`src/rtl/mdu_iterative.sv`:
```
// mdu_iterative: iterative RV32M multiply/divide unit for the Execute stage.
// Multiplies with a radix-2 shift-add loop, divides with a restoring loop,
// both on magnitudes with a sign fixup on the final step.
// Build option: define MDU_DIV_EN to include the divider; without it the
// 1xx ops complete in one cycle with a zero result.
`default_nettype none

module mdu_iterative #(
  parameter int DATA_WIDTH = 32
) (
  input  logic                  clk,
  input  logic                  rst_n,
  input  logic                  StartE,
  input  logic [2:0]            MDUctrlE,
  input  logic [DATA_WIDTH-1:0] SrcAE,
  input  logic [DATA_WIDTH-1:0] SrcBE,
  input  logic                  FlushE,
  output logic                  BusyE,
  output logic                  DoneE,
  output logic [DATA_WIDTH-1:0] MDUout
);

  localparam int W  = DATA_WIDTH;
  localparam int CW = $clog2(W + 1);

  localparam logic [2:0] OP_MULH   = 3'b001;
  localparam logic [2:0] OP_MULHSU = 3'b010;
  localparam logic [2:0] OP_DIV    = 3'b100;
  localparam logic [2:0] OP_REM    = 3'b110;

  typedef enum logic [1:0] {
    IDLE = 2'd0,
    CALC = 2'd1,
    DONE = 2'd2
  } state_t;

  // Two's-complement negate of a result-width value.
  function automatic logic [W-1:0] neg_w(input logic [W-1:0] x);
    return '0 - x;
  endfunction

  // Multiply result: optional negate of the full product, then pick a half.
  // sel 00 is MUL (low half); every other multiply op returns the high half.
  function automatic logic [W-1:0] mul_result(input logic [2*W-1:0] p,
                                              input logic           neg,
                                              input logic [1:0]     sel);
    logic [2*W-1:0] pf;
    pf = neg ? ('0 - p) : p;
    return (sel == 2'b00) ? pf[W-1:0] : pf[2*W-1:W];
  endfunction

  state_t          state_q, state_d;
  logic [2:0]      op_q, op_d;
  logic [CW-1:0]   cnt_q, cnt_d;
  logic            neg_q, neg_d;
  logic [W-1:0]    opnd_q, opnd_d;
  logic [2*W-1:0]  acc_q, acc_d;
  logic            busy_q, busy_d;
  logic            done_q, done_d;
  logic [W-1:0]    out_q, out_d;

  // Launch-time operand conditioning
  logic            signed_a, signed_b;
  logic            sign_a, sign_b;
  logic [W-1:0]    abs_a, abs_b;
  logic            launch_neg;
  logic            launch_fast;
  logic [W-1:0]    fast_res;

  // Per-cycle iteration results
  logic [W:0]      mul_sum;
  logic [2*W-1:0]  mul_acc;
  logic [2*W-1:0]  step_acc;
  logic [W-1:0]    final_res;

  assign BusyE  = busy_q;
  assign DoneE  = done_q;
  assign MDUout = out_q;

  // Operand signs and magnitudes for the op presented at Start
  always_comb begin
    signed_a   = (MDUctrlE == OP_MULH) || (MDUctrlE == OP_MULHSU) ||
                 (MDUctrlE == OP_DIV)  || (MDUctrlE == OP_REM);
    signed_b   = (MDUctrlE == OP_MULH) || (MDUctrlE == OP_DIV) ||
                 (MDUctrlE == OP_REM);
    sign_a     = signed_a & SrcAE[W-1];
    sign_b     = signed_b & SrcBE[W-1];
    abs_a      = sign_a ? neg_w(SrcAE) : SrcAE;
    abs_b      = sign_b ? neg_w(SrcBE) : SrcBE;
    // Quotient and MULH take the XOR of signs; remainder and MULHSU follow rs1.
    case (MDUctrlE)
      OP_MULH, OP_DIV:   launch_neg = sign_a ^ sign_b;
      OP_MULHSU, OP_REM: launch_neg = sign_a;
      default:           launch_neg = 1'b0;
    endcase
  end

`ifdef MDU_DIV_EN
  localparam logic [W-1:0] MOST_NEG = {1'b1, {(W-1){1'b0}}};

  logic            div_zero, div_ovf;
  logic [W:0]      div_sh;
  logic            div_ge;
  logic [W-1:0]    div_rem;
  logic [2*W-1:0]  div_acc;
  logic [W-1:0]    div_sel;

  // Divide corner cases resolved at launch without iterating
  always_comb begin
    div_zero    = MDUctrlE[2] && (SrcBE == '0);
    div_ovf     = MDUctrlE[2] && !MDUctrlE[0] &&
                  (SrcAE == MOST_NEG) && (SrcBE == '1);
    launch_fast = div_zero || div_ovf;
    if (div_zero) fast_res = MDUctrlE[1] ? SrcAE : '1;
    else          fast_res = MDUctrlE[1] ? '0 : SrcAE;
  end

  // One restoring-division step: acc = {remainder, dividend/quotient}
  always_comb begin
    div_sh  = {acc_q[2*W-1:W], acc_q[W-1]};
    div_ge  = div_sh >= {1'b0, opnd_q};
    // When the trial subtract succeeds the true difference is below the
    // divisor, so the modulo-W subtract is exact.
    div_rem = div_ge ? (div_sh[W-1:0] - opnd_q) : div_sh[W-1:0];
    div_acc = {div_rem, acc_q[W-2:0], div_ge};
  end
`else
  // Without a divider every 1xx op completes immediately with zero.
  always_comb begin
    launch_fast = MDUctrlE[2];
    fast_res    = '0;
  end
`endif

  // One shift-add multiply step: acc = {partial high, remaining multiplier}
  always_comb begin
    mul_sum = {1'b0, acc_q[2*W-1:W]} + (acc_q[0] ? {1'b0, opnd_q} : '0);
    mul_acc = {mul_sum, acc_q[W-1:1]};
  end

  // Select the step for the op in flight and form the final signed result
  always_comb begin
`ifdef MDU_DIV_EN
    step_acc  = op_q[2] ? div_acc : mul_acc;
    div_sel   = op_q[1] ? div_acc[2*W-1:W] : div_acc[W-1:0];
    final_res = op_q[2] ? (neg_q ? neg_w(div_sel) : div_sel)
                        : mul_result(mul_acc, neg_q, op_q[1:0]);
`else
    step_acc  = mul_acc;
    final_res = op_q[2] ? '0 : mul_result(mul_acc, neg_q, op_q[1:0]);
`endif
  end

  // Next-state and register update logic
  always_comb begin
    state_d = state_q;
    op_d    = op_q;
    cnt_d   = cnt_q;
    neg_d   = neg_q;
    opnd_d  = opnd_q;
    acc_d   = acc_q;
    out_d   = out_q;

    case (state_q)
      CALC: begin
        cnt_d = cnt_q - CW'(1);
        acc_d = step_acc;
        if (cnt_q == CW'(1)) begin
          state_d = DONE;
          out_d   = final_res;
        end
      end
      IDLE, DONE: begin
        state_d = IDLE;
        if (StartE) begin
          op_d  = MDUctrlE;
          neg_d = launch_neg;
          if (launch_fast) begin
            state_d = DONE;
            cnt_d   = '0;
            out_d   = fast_res;
          end else begin
            state_d = CALC;
            cnt_d   = CW'(W);
            if (MDUctrlE[2]) begin
              opnd_d = abs_b;
              acc_d  = {{W{1'b0}}, abs_a};
            end else begin
              opnd_d = abs_a;
              acc_d  = {{W{1'b0}}, abs_b};
            end
          end
        end
      end
      default: state_d = IDLE;
    endcase

    // Flush wins over everything, including a simultaneous Start.
    if (FlushE) begin
      state_d = IDLE;
      cnt_d   = '0;
      out_d   = out_q;
    end

    busy_d = (state_d == CALC);
    done_d = (state_d == DONE);
  end

  // State and datapath registers
  always_ff @(posedge clk or negedge rst_n) begin
    if (!rst_n) begin
      state_q <= IDLE;
      op_q    <= '0;
      cnt_q   <= '0;
      neg_q   <= 1'b0;
      opnd_q  <= '0;
      acc_q   <= '0;
      busy_q  <= 1'b0;
      done_q  <= 1'b0;
      out_q   <= '0;
    end else begin
      state_q <= state_d;
      op_q    <= op_d;
      cnt_q   <= cnt_d;
      neg_q   <= neg_d;
      opnd_q  <= opnd_d;
      acc_q   <= acc_d;
      busy_q  <= busy_d;
      done_q  <= done_d;
      out_q   <= out_d;
    end
  end

endmodule

`default_nettype wire

```
`config.mk`:
```
export PLATFORM = sky130hd
export DESIGN_NAME = mdu_iterative
export DESIGN_NICKNAME = d
export VERILOG_FILES = /design/src/rtl/mdu_iterative.sv
export SDC_FILE = /design/constraint.sdc
export NUM_CORES = 1
export LEC_CHECK = 0
export BUFFER_PORTS_ARGS = -buffer_cell sky130_fd_sc_hd__buf_2
export CAP_MARGIN = 20
export CORE_ASPECT_RATIO = 0.9
export CORE_UTILIZATION = 55
export DETAILED_ROUTE_END_ITERATION = 7
export PLACE_DENSITY = 0.78
export REMOVE_ABC_BUFFERS = 1
export SETUP_SLACK_MARGIN = 0.05
export SLEW_MARGIN = 40
export SYNTH_ARGS = -nofsm -noshare
export SYNTH_HDL_FRONTEND = slang
export SYNTH_SLANG_ARGS = --single-unit
```
`constraint.sdc`:
```
create_clock -name clk -period 3.8 [get_ports clk]
set_input_delay 0.76 -clock clk [delete_from_list [all_inputs] [get_ports clk]]
set_output_delay 0.76 -clock clk [all_outputs]
set_load 0.01 [all_outputs]
```
# Word level (Yosys, flattened, before mapping)
# Cells that the tools add are included.
dict set report totals {
  ramBits 0
  mem_bits_ro 0
  word_cells 73
  inputBits 71
  mem_count 0
  regBits 142
  latchBits 0
}
dict set report op_classes {
  n_div 0
  n_eq_ne 14
  n_reduce_logical 17
  n_bitwise 5
  order_cmp 0
  shift 0
  multipliers 0
  n_mux 23
  addsub 5
}
# cell count
set ops {}
lappend ops {{$mux W32} 8}
lappend ops {{$mux W64} 3}
lappend ops {{$pmux W64 S2} 1}
lappend ops {{$pmux W32 S2} 1}
lappend ops {{$sub A1 B32 Y32 const A} 2}
lappend ops {{$sub A1 B64 Y64 const A} 1}
lappend ops {{$add A32 B32 Y33} 1}
lappend ops {{$mux W6} 3}
lappend ops {{$pmux W6 S2} 1}
lappend ops {{$mux W2} 4}
lappend ops {{$ne A2 B2 Y1 const B} 4}
lappend ops {{$eq A3 B3 Y1 const B} 2}
lappend ops {{$eq A6 B1 Y1 const B} 1}
lappend ops {{$reduce_and A3 Y1} 2}
lappend ops {{$reduce_or A2 Y1} 3}
lappend ops {{$sub A6 B1 Y6 const B} 1}
lappend ops {{$logic_or A1 B1 Y1} 5}
lappend ops {{$reduce_and A5 Y1} 1}
lappend ops {{$eq A2 B1 Y1 const B} 2}
lappend ops {{$eq A2 B2 Y1 const B} 2}
lappend ops {{$logic_not A2 Y1} 2}
lappend ops {{$pmux W2 S2} 1}
lappend ops {{$reduce_and A2 Y1} 2}
lappend ops {{$eq A3 B1 Y1 const B} 1}
lappend ops {{8 further kinds} 10}

# Depth between registers and ports, before layout
# Gate-level depths: netlist of run 1.
dict set report logic_depth {
  depth_word 8
  mapped_depth 14
  depth_no_buf 13
}

# Least setup slack after synthesis of run 1
# Ideal clock, no wire load.
dict set report synth_path {
  path_type {reg-to-reg}
  from {register acc_q[0]}
  to {register out_q[30], in the netlist MDUout[30]}
  path_stages_with_launch 15
  synth_period_minus_slack_ns 4.075
  required_ns 3.731
  slack_ns -0.275
  arrival_ns 4.006
  path_buffers 1
  cell_sequence {dfrtp_1 > clkbuf_1 > and2_1 > ha_1 > fa_1 > a21o_1 > a221o_1 > xnor2_1 > nand4b_1 > or4_4 > or2_4 > or2_4 > or2_0 > or4b_1 > nand3_1}
}
dict set report synth_between {
  elab_chain_len 8
}
# item line
set synth_rtl {}
lappend synth_rtl {{from (decl)} 57} ;# logic [2*W-1:0] acc_q, acc_d;
lappend synth_rtl {{from (signal assigned)} 217} ;# acc_q <= '0;
lappend synth_rtl {{from (signal assigned)} 227} ;# acc_q <= acc_d;
lappend synth_rtl {{$mux W32 *} 137} ;# mul_sum = {1'b0, acc_q[2*W-1:W]} + (acc_q[0] ? {1'b0, opnd_q} : '0);
lappend synth_rtl {{$add A32 B32 Y33 *} 137}
lappend synth_rtl {{$sub A1 B64 Y64} 48} ;# pf = neg ? ('0 - p) : p;
lappend synth_rtl {{$mux W64 *} 48}
lappend synth_rtl {{$mux W32 *} 49} ;# return (sel == 2'b00) ? pf[W-1:0] : pf[2*W-1:W];
lappend synth_rtl {{$mux W32 *} 150} ;# final_res = op_q[2] ? '0 : mul_result(mul_acc, neg_q, op_q[1:0]);
lappend synth_rtl {{$mux W32 *} 168} ;# if (cnt_q == CW'(1)) begin
lappend synth_rtl {{$pmux W32 S2 *} 164} ;# case (state_q)
lappend synth_rtl {{to (signal assigned)} 230} ;# out_q <= out_d;
lappend synth_rtl {{to (decl)} 60} ;# logic [W-1:0] out_q, out_d;
# Mark *: on every way between the ends. The rest lies on a longest branch, timed or not. The select of a mux whose other input is x is not followed.
# A chain may end at the register's enable or synchronous reset.

# Worst setup path after layout of run 1
dict set report layout_path {
  from {register acc_q[0]}
  to {register out_q[28], in the netlist MDUout[28]}
}
# Same word-level chain as after synthesis.

==> results of run 1 <==
==> kinds of logic (layout without fill, tap and decap cells) <==
group,Yosys count,after routing,synth area share (%)
DFF,142,142,32.7
xor gates and xnor gates,135,135,10.9
adders and majority gates,38,38,4.45
buffers and inverters,98,284,3.63
and+or+nand+nor,504,504,22.7
muxes,15,15,1.42
AOI/OAI and AO/OA,414,414,24.2
==> metal layers <==
| layer | GRT usage (%) | vias up | wire length, um |
|---|---|---|---|
| met5 | 0 | - | 0 |
| met3 | 5.79 | 84 | 1860 |
| met4 | 11.4 | 0 | 929 |
| met1 | 41.7 | 5216 | 13700 |
| li1 | - | 5199 | - |
| met2 | 50.5 | 360 | 14700 |
==> cells in the final DEF (no fill, tap or decap), types with 34 or more instances in the layout <==
cell type / synthesis / layout
nor2_1: 116 / 113
nand2_1: 177 / 176
buf_2: 1 / 103
ha_1: 37 / 34
xor2_1: 68 / 68
o21ai_0: 120 / 104
dfrtp_1: 142 / 140
buf_4: 1 / 119
xnor2_1: 67 / 63
a21oi_1: 112 / 110
and2_1: 40 / 38
==> repair_timing <==
action / CTS / global route
setup endpoints to repair: 13 / 18
endpoints found under the hold margin: 0 / 0
pin swaps: 9 / 23
setup buffers: 7 / 3
gates resized for setup: 22 / 59
==> worst reg2reg max path: stages (launching register included) <==
cell and delay, ns:
dfrtp_1 0.41, and2_4 0.16, ha_4 0.15, fa_2 0.34
a21o_1 0.21, a221o_1 0.39, xnor2_2 0.18, nand4b_1 0.16
or4_4 0.52, or2_4 0.25, or2_4 0.25, buf_4 0.15
buf_4 0.13, o41ai_4 0.22, xor2_1 0.19, o21ai_1 0.08
==> worst max-delay path by stage <==
stage | from | to | slack [ns] | cells past startpoint
3_3_place_gp | acc_q[0] | MDUout[30] | -0.11 | 13
3_5_place_dp | acc_q[0] | MDUout[30] | -0.22 | 13
2_1_floorplan | state_q[0] | cnt_q[5] | -2.91 | 6
6_report | acc_q[0] | MDUout[28] | -0.12 | 15
5_1_grt | acc_q[0] | MDUout[28] | -0.22 | 15
4_1_cts | acc_q[0] | MDUout[30] | -0.10 | 13
==> area by class of cell <==
cell class	count	area, um2	share of cell area (%)
Clock inverter	13	180	1.35
Timing Repair Buffer	231	1550	11.6
Inverter	21	78.8	0.589
Sequential cell	142	3560	26.6
Clock buffer	19	443	3.31
Tap cell	250	313	2.34
Multi-Input combinational cell	1106	7260	54.2
==> state kept, by name, indices dropped and copies added (netlist names) <==
signal and cells:
DoneE 1, cnt_q 6, BusyE 1, neg_q 1, state_q 2, acc_q 64, opnd_q 32, MDUout 32
op_q 3
==> through the flow <==
step	util, %	setup WS, ns	total power [mW]	hold slack (ns)
finish	69.4	-0.119	9.77	0.327
global route	69.4	-0.223	10.4	0.381
CTS	67.9	-0.100	9.37	0.368
detailed placement	63.9	-0.216	7.41	0.479
global placement	63.7	-0.114	7.29	0.477
floorplan	-	-2.91	5.38	0.447
==> power groups by stage <==
stage	Combinational [mW]	Sequential, mW	Clock, mW
after global placement	5.04	2.25	0
after CTS	5.33	2.24	1.80
after global routing	6.24	2.30	1.86
final	5.72	2.25	1.80
after detailed placement	5.15	2.26	0
after floorplan	3.20	2.18	0
==> results.toml, run 1 <==
[status]
outcome = "complete, but fails checks"
violations = "setup timing"

[route]
routedWlPerCell_um = 17.5
drc_errors = 0
drt_iter0_markers = 726
vias_per_cell = 6.09
wirelength_mm = 31.1
vias = 10900
ant_nets = 0
first_pass_iters = 5

[floorplanning]
fp.coreArea_mm2 = 0.0193
die-width_um = 150
initial_core_util_pct = 56.3
die_h_um = 135
dieArea_mm2 = 0.0203
io-pin-count = 105
num_rows = 48

[worst_setup_path]
crit_family = "simple AND/OR/NAND/NOR gates"
crit_slowest_cell = "or4_4"
crit_fanout = 3
start_kind = "flop"
required_ns = 4.11
r2r-end = "MDUout[28]"
cp_cell_sequence = "and2_4 -> ha_4 -> fa_2 -> a21o_1 -> a221o_1 -> xnor2_2 -> nand4b_1 -> or4_4 -> or2_4 -> or2_4 -> buf_4 -> buf_4 -> o41ai_4 -> xor2_1 -> o21ai_1"
worstReg2RegStart = "acc_q[0]"
rrSetupSlack_ns = -0.12
critical_path_class = "reg2reg"
arrival_ns = 4.23
worstRegToRegCells = 15
endpoint_kind = "flop"
path_buf_inv = 2
max_stage_delay_ns = 0.52

[sta]
skew_ns = 0.00975
worstMarginPinSlew_ns = 0.805
setup_violations = 5
max_freq_mhz = 255
finalCritPeriodShare_pct = 103
relSlewSlack_pct = 46.3
finalHoldViolations = 0
fin_ws_ns = -0.119
final_max_slew_viol_count = 0
rsz0062_at_grt = "true"
fin_crit_ns = 3.92
tns_ns = -0.310

[power]
powerDensity_mw_per_mm2 = 730
worst_ir_drop_vdd_uv = 468
switching_share_pct = 43.5
p_leak_nw = 5.93
share_comb_of_total_power_pct = 58.5
p_int_mw = 5.52
p_clk_share_pct = 18.4
power.switching_mw = 4.25
p_seq_share_pct = 23.1

[place]
post_dp_cell_area_mm2 = 0.0123
dpl.hpwl_mm = 22.6
finalWeightedCongestion = 0.914
port_buffers = 104
dp_cells = 1739

[synth]
syn_area_mm2 = 0.0109
synth_top_area_share_pct = 32.7
yosysMostFrequentCell = "nand2_1"
syn_area_per_cell_um2 = 8.06
synth.distinct_cells = 78
synth_common_cells = "nand2_1 (177), dfrtp_1 (142), o21ai_0 (120), nor2_1 (116), a21oi_1 (112)"
synth_edf_count = 0
yosysTopAreaCell = "dfrtp_1"
yosys_warnings = 0
synthTopCellsByArea = "dfrtp_1 (33%), nand2_1 (6.1%), o21ai_0 (5.5%), xor2_1 (5.5%), xnor2_1 (5.4%)"
synthFlopType = "dfrtp_1"
yosysSeqAreaShare_pct = 32.7
synth-seq-cells = 142
synthArstFlopShare_pct = 100
synth_cells = 1346

[job]
drv_cap = 0

[global_routing]
antenna_found_initial = 0
grt_usage_pct = 31.2
grt_pass1_vias = 10300
grt_max_degree = 71
grt_pass1_wl_mm = 49.9
gr-total-overflow = 0

[clock_network]
cts.sinks = 142
cts_buffers = 17
cts_buffer_depth = 2
cts_root_buffer = "clkbuf_16"
tritoncts = "built"
worstSkewPairLatency_ns = 0.44
clk_pin_slew_ns = 0.07
htreeDepth = 4
cts_hold_buf = 0

[layout]
instances_no_fill = 1782
nFillCells = 1517
n_antenna_cell = 0
num-nets-final = 1628
drive_gt1_share_pct = 21.9
synthToLayoutAreaGrowth_pct = 23.3
final_area_mm2 = 0.0134

[worst_hold_path]
hold_class = "in2async"
Power figures use the tool's default switching activity.
==> run 2: changes to the inputs <==
--- a/config.mk
+++ b/config.mk
@@ -5,12 +5,12 @@
 export SDC_FILE = /design/constraint.sdc
 export NUM_CORES = 1
 export LEC_CHECK = 0
-export BUFFER_PORTS_ARGS = -buffer_cell sky130_fd_sc_hd__buf_2
+export BUFFER_PORTS_ARGS = -buffer_cell sky130_fd_sc_hd__clkbuf_2
 export CAP_MARGIN = 20
 export CORE_ASPECT_RATIO = 0.9
 export CORE_UTILIZATION = 55
 export DETAILED_ROUTE_END_ITERATION = 7
-export PLACE_DENSITY = 0.78
+export PLACE_DENSITY = 0.86
 export REMOVE_ABC_BUFFERS = 1
 export SETUP_SLACK_MARGIN = 0.05
 export SLEW_MARGIN = 40
==> results.toml, run 2 (same netlist as run 1, synthesis figures left out) <==
[layout]
num-nets-final = 1624
ff_latch_area_mm2 = 0.00356
multi_input_area_mm2 = 0.00733
largest_reg_flops = 64
nFillCells = 1465
final_common_cell = "nand2_1"
n_antenna_cell = 0
layout_common_cells = "nand2_1 (177), dfrtp_1 (140), buf_4 (115)"
synthToLayoutAreaGrowth_pct = 23.4
max_flop_register = "acc_q"
drive_gt1_share_pct = 22.3

[worst_setup_path]
crit_slowest_cell = "or4_4"
arrival_ns = 4.34
crit_family = "simple AND/OR/NAND/NOR gates"
crit_fanout = 6
path_depth = 13
critical_path_class = "reg2reg"
worstReg2RegStart = "acc_q[0]"
cpMostUsedCell = "or2_4"
r2r-end = "MDUout[30]"
worstRegToRegCells = 13
start_kind = "flop"
endpoint_kind = "flop"
crit_path_end = "MDUout[30]"
rrSetupSlack_ns = -0.16
required_ns = 4.17
path_buf_inv = 1
worstSetupStartpoint = "acc_q[0]"
max_stage_delay_ns = 0.54
cp_cell_sequence = "buf_6 -> and2_4 -> fa_2 -> a21o_1 -> a221o_1 -> xnor2_2 -> nand4b_1 -> or4_4 -> or2_4 -> or2_4 -> or2_1 -> or4b_1 -> nand3_1"

[global_routing]
antenna_found_initial = 0
grt_max_degree = 87
grt_pass1_vias = 10800
grt_pass1_wl_mm = 52.0
grt_usage_pct = 32.4
gr-total-overflow = 0

[route]
drc_errors = 0
ant_nets = 0
vias_per_cell = 6.28
wirelength_mm = 32.8
drt_iter0_markers = 1006
first_pass_iters = 7
vias = 11200
routedWlPerCell_um = 18.5

[clock_network]
clk_pin_slew_ns = 0.06
htreeDepth = 4
cts_buffers = 17
worstSkewPairLatency_ns = 0.44
tritoncts = "built"
cts_root_buffer = "clkbuf_16"
cts_buffer_depth = 2
cts_hold_buf = 0
cts.sinks = 142

[floorplanning]
io-pin-count = 105
dieArea_mm2 = 0.0203
die_h_um = 135
die-width_um = 150
fp.coreArea_mm2 = 0.0193
num_rows = 48
initial_core_util_pct = 56.3

[worst_hold_path]
hold_class = "in2async"

[sta]
fin_ws_ns = -0.161
relSlewSlack_pct = 38.7
setup_violations = 6
final_max_slew_viol_count = 0
finalCritPeriodShare_pct = 104
max_freq_mhz = 252
rsz0062_at_grt = "true"
worstMarginPinSlew_ns = 0.913
finalHoldViolations = 0
fin_crit_ns = 3.96
hold_ws_ns = 0.382
skew_ns = 0.00925

[job]
drv_cap = 0

[place]
port_buffers = 104
finalWeightedCongestion = 0.946
dpl.hpwl_mm = 23.1
dpl_worst_slack_ns = -0.180

[status]
violations = "setup timing"
outcome = "complete, but fails checks"

[power]
p_leak_nw = 5.87
powerDensity_mw_per_mm2 = 744
worst_ir_drop_vdd_uv = 444
-- run 2: cell count changes in the layout (fill, tap and decap cells not counted), moves of 3 or more --
cell / before / now
clkbuf_2: 0 / 103
ha_4: 1 / 5
buf_2: 103 / 0
clkinv_2: 0 / 3
o21ai_0: 104 / 109
ha_1: 34 / 29
buf_4: 119 / 115
o21ai_1: 15 / 7
-- run 2: metal layers --
metal | vias to the layer above | GRT usage [%] | routed length (um)
li1 | 5210 | - | -
met1 | 5328 | 42.3 | 13500
met2 | 537 | 53.0 | 15600
met3 | 83 | 5.93 | 2630
met4 | 0 | 13.2 | 1100
met5 | - | 0 | 0
-- run 2: worst min path at each step --
stage,endpoint,slack [ns],cells after the start
global placement,MDUout[19],0.47,2
floorplan,op_q[2],0.45,2
global route,opnd_q[28],0.45,1
CTS,DoneE,0.43,1
finish,DoneE,0.38,1
detailed placement,op_q[2],0.49,2
-- run 2: where the power goes --
group	internal, mW	switching (mW)
logic	2.65	3.28
registers	1.88	0.405
clock network	1.05	0.700
-- run 2: layout make-up --
type	instances	share of cell area, %
Sequential cell	142	26.6
Inverter	21	0.589
Clock inverter	13	1.23
Timing Repair Buffer	227	11.3
Multi-Input combinational cell	1106	54.7
Clock buffer	18	3.28
Tap cell	250	2.34
-- run 2: worst reg2reg max path, stage by stage (launching register included) --
cell and delay (ns):
dfrtp_1 0.40, buf_6 0.14, and2_4 0.15, fa_2 0.36, a21o_1 0.22, a221o_1 0.40, xnor2_2 0.18, nand4b_1 0.20
or4_4 0.54, or2_4 0.26, or2_4 0.26, or2_1 0.22, or4b_1 0.50, nand3_1 0.09
-- run 2: per-stage QoR --
step | std cells | setup TNS (ns) | util (%) | power, mW | area [um2]
after floorplan | 1269 | -171.30 | - | 5.38 | 10500
after global placement | 1730 | -0.549 | 63.4 | 7.25 | 12200
after detailed placement | 1732 | -1.00 | 63.6 | 7.38 | 12300
after CTS | 1771 | -0.107 | 67.5 | 9.32 | 13000
after global routing | 1777 | -1.48 | 69.5 | 10.5 | 13400
final | 1777 | -0.553 | 69.5 | 9.96 | 13400
-- run 2: what timing repair did --
item | in CTS | in global routing
pin swaps | 12 | 26
endpoints found under the setup margin | 13 | 20
buffers inserted | 8 | 6
gates resized for setup | 19 | 70
==> run 3: changes to the inputs <==
--- a/config.mk
+++ b/config.mk
@@ -9,10 +9,12 @@
 export CAP_MARGIN = 20
 export CORE_ASPECT_RATIO = 0.9
 export CORE_UTILIZATION = 55
+export CTS_CLUSTER_DIAMETER = 200
 export DETAILED_ROUTE_END_ITERATION = 7
-export PLACE_DENSITY = 0.86
+export PLACE_DENSITY_LB_ADDON = 0.2
 export REMOVE_ABC_BUFFERS = 1
 export SETUP_SLACK_MARGIN = 0.05
+export SKIP_CTS_REPAIR_TIMING = 1
 export SLEW_MARGIN = 40
 export SYNTH_ARGS = -nofsm -noshare
 export SYNTH_HDL_FRONTEND = slang
==> results.toml, run 3 (same netlist as run 1, synthesis figures left out) <==
[sta]
final_max_slew_viol_count = 0
hold_ws_ns = 0.336
max_freq_mhz = 248
finalHoldViolations = 0
fin_ws_ns = -0.237
setup_violations = 8
worstMarginPinSlew_ns = 0.666
tns_ns = -0.761
rsz0062_at_grt = "true"
finalCritPeriodShare_pct = 106
relSlewSlack_pct = 55.6
skew_ns = 0.0124
fin_crit_ns = 4.04

[route]
first_pass_iters = 5
ant_nets = 0
vias_per_cell = 6.06
drc_errors = 0
routedWlPerCell_um = 17.9
wirelength_mm = 32.0
drt_iter0_markers = 855
vias = 10800

[place]
finalWeightedCongestion = 0.933
port_buffers = 104
dpl.hpwl_mm = 23.3

[global_routing]
grt_pass1_vias = 10100
grt_pass1_wl_mm = 50.4
antenna_found_initial = 0
grt_usage_pct = 31.8
gr-total-overflow = 0
grt_max_degree = 68

[worst_setup_path]
r2r-end = "MDUout[30]"
worstReg2RegStart = "acc_q[0]"
worstSetupStartpoint = "acc_q[0]"
endpoint_kind = "flop"
critical_path_class = "reg2reg"
required_ns = 4.17
start_kind = "flop"
crit_fanout = 4
rrSetupSlack_ns = -0.24
arrival_ns = 4.41
worstRegToRegCells = 13
crit_path_end = "MDUout[30]"

[status]
outcome = "complete, but fails checks"
violations = "setup timing"

[layout]
max_flop_register = "acc_q"
drive_gt1_share_pct = 22.9
n_antenna_cell = 0
nFillCells = 1577
final_common_cell = "nand2_1"
ff_latch_area_mm2 = 0.00356
synthToLayoutAreaGrowth_pct = 24.1
multi_input_area_mm2 = 0.00735
num-nets-final = 1632
largest_reg_flops = 64
layout_common_cells = "nand2_1 (175), dfrtp_1 (140), buf_4 (125)"

[clock_network]
cts_root_buffer = "clkbuf_16"
tritoncts = "built"
cts_buffer_depth = 2
cts.sinks = 142
cts_buffers = 17
htreeDepth = 4
clk_pin_slew_ns = 0.07
worstSkewPairLatency_ns = 0.44

[floorplanning]
die_h_um = 135
num_rows = 48
io-pin-count = 105
fp.coreArea_mm2 = 0.0193
initial_core_util_pct = 56.3
die-width_um = 150
dieArea_mm2 = 0.0203

[power]
p_leak_nw = 5.92
worst_ir_drop_vdd_uv = 519
power_mw = 9.97
powerDensity_mw_per_mm2 = 741

[job]
drv_cap = 0

[worst_hold_path]
hold_class = "in2async"
==> run 3: cell types whose count changed in the layout (fill, tap and decap cells not counted), sizes merged <==
cell and change:
inv +1, buf +9, clkbuf -1
==> run 3: routing by layer <==
metal  vias to the layer above  share of wire (%)  GRT usage (%)
met3                        58                5.7           4.55
li1                       5232                  -              -
met5                         -                  0              0
met1                      5218                 44           43.7
met2                       312                 47           51.6
met4                         0                2.5           10.7
==> run 3: worst min-delay path by stage <==
stage                             to        from  cells past startpoint
after floorplan              op_q[2]     op_q[2]                      2
after global placement     acc_q[49]   acc_q[49]                      2
after detailed placement  MDUout[29]  MDUout[29]                      2
after CTS                  acc_q[30]       rst_n                      1
after global routing       acc_q[30]       rst_n                      1
final                      acc_q[30]       rst_n                      1
==> run 3: final cells by class <==
type                            instances  area share [%]
Multi-Input combinational cell       1106            54.6
Clock inverter                         14            1.35
Tap cell                              250            2.32
Timing Repair Buffer                  235            11.4
Inverter                               21           0.586
Clock buffer                           18            3.26
Sequential cell                       142            26.4
==> run 3: worst max-delay path, stage by stage (launching register included) <==
cell	delay [ns]
dfrtp_1	0.42
and2_4	0.16
ha_4	0.16
fa_2	0.34
a21o_1	0.22
a221o_1	0.41
xnor2_2	0.22
nand4b_1	0.21
or4_4	0.46
or2_4	0.25
or2_4	0.27
or2_1	0.25
or4b_1	0.50
nand3_1	0.10
==> run 3: metrics by stage <==
| stage | setup slack, ns | cells | util (%) | cell area [um2] |
|---|---|---|---|---|
| after floorplan | -2.91 | 1269 | - | 10500 |
| after global placement | -0.193 | 1741 | 63.8 | 12300 |
| after detailed placement | -0.272 | 1741 | 63.8 | 12300 |
| after CTS | -0.327 | 1773 | 67.0 | 12900 |
| after global routing | -0.324 | 1786 | 69.8 | 13500 |
| final | -0.237 | 1786 | 69.8 | 13500 |
==> run 3: power breakdown <==
part	switching [mW]	internal (mW)	total (mW)	leakage, nW
sequential	0.352	1.88	2.23	1.80
clock	0.720	1.06	1.78	0.301
combinational	3.25	2.72	5.97	3.81
total	4.32	5.65	9.97	5.92
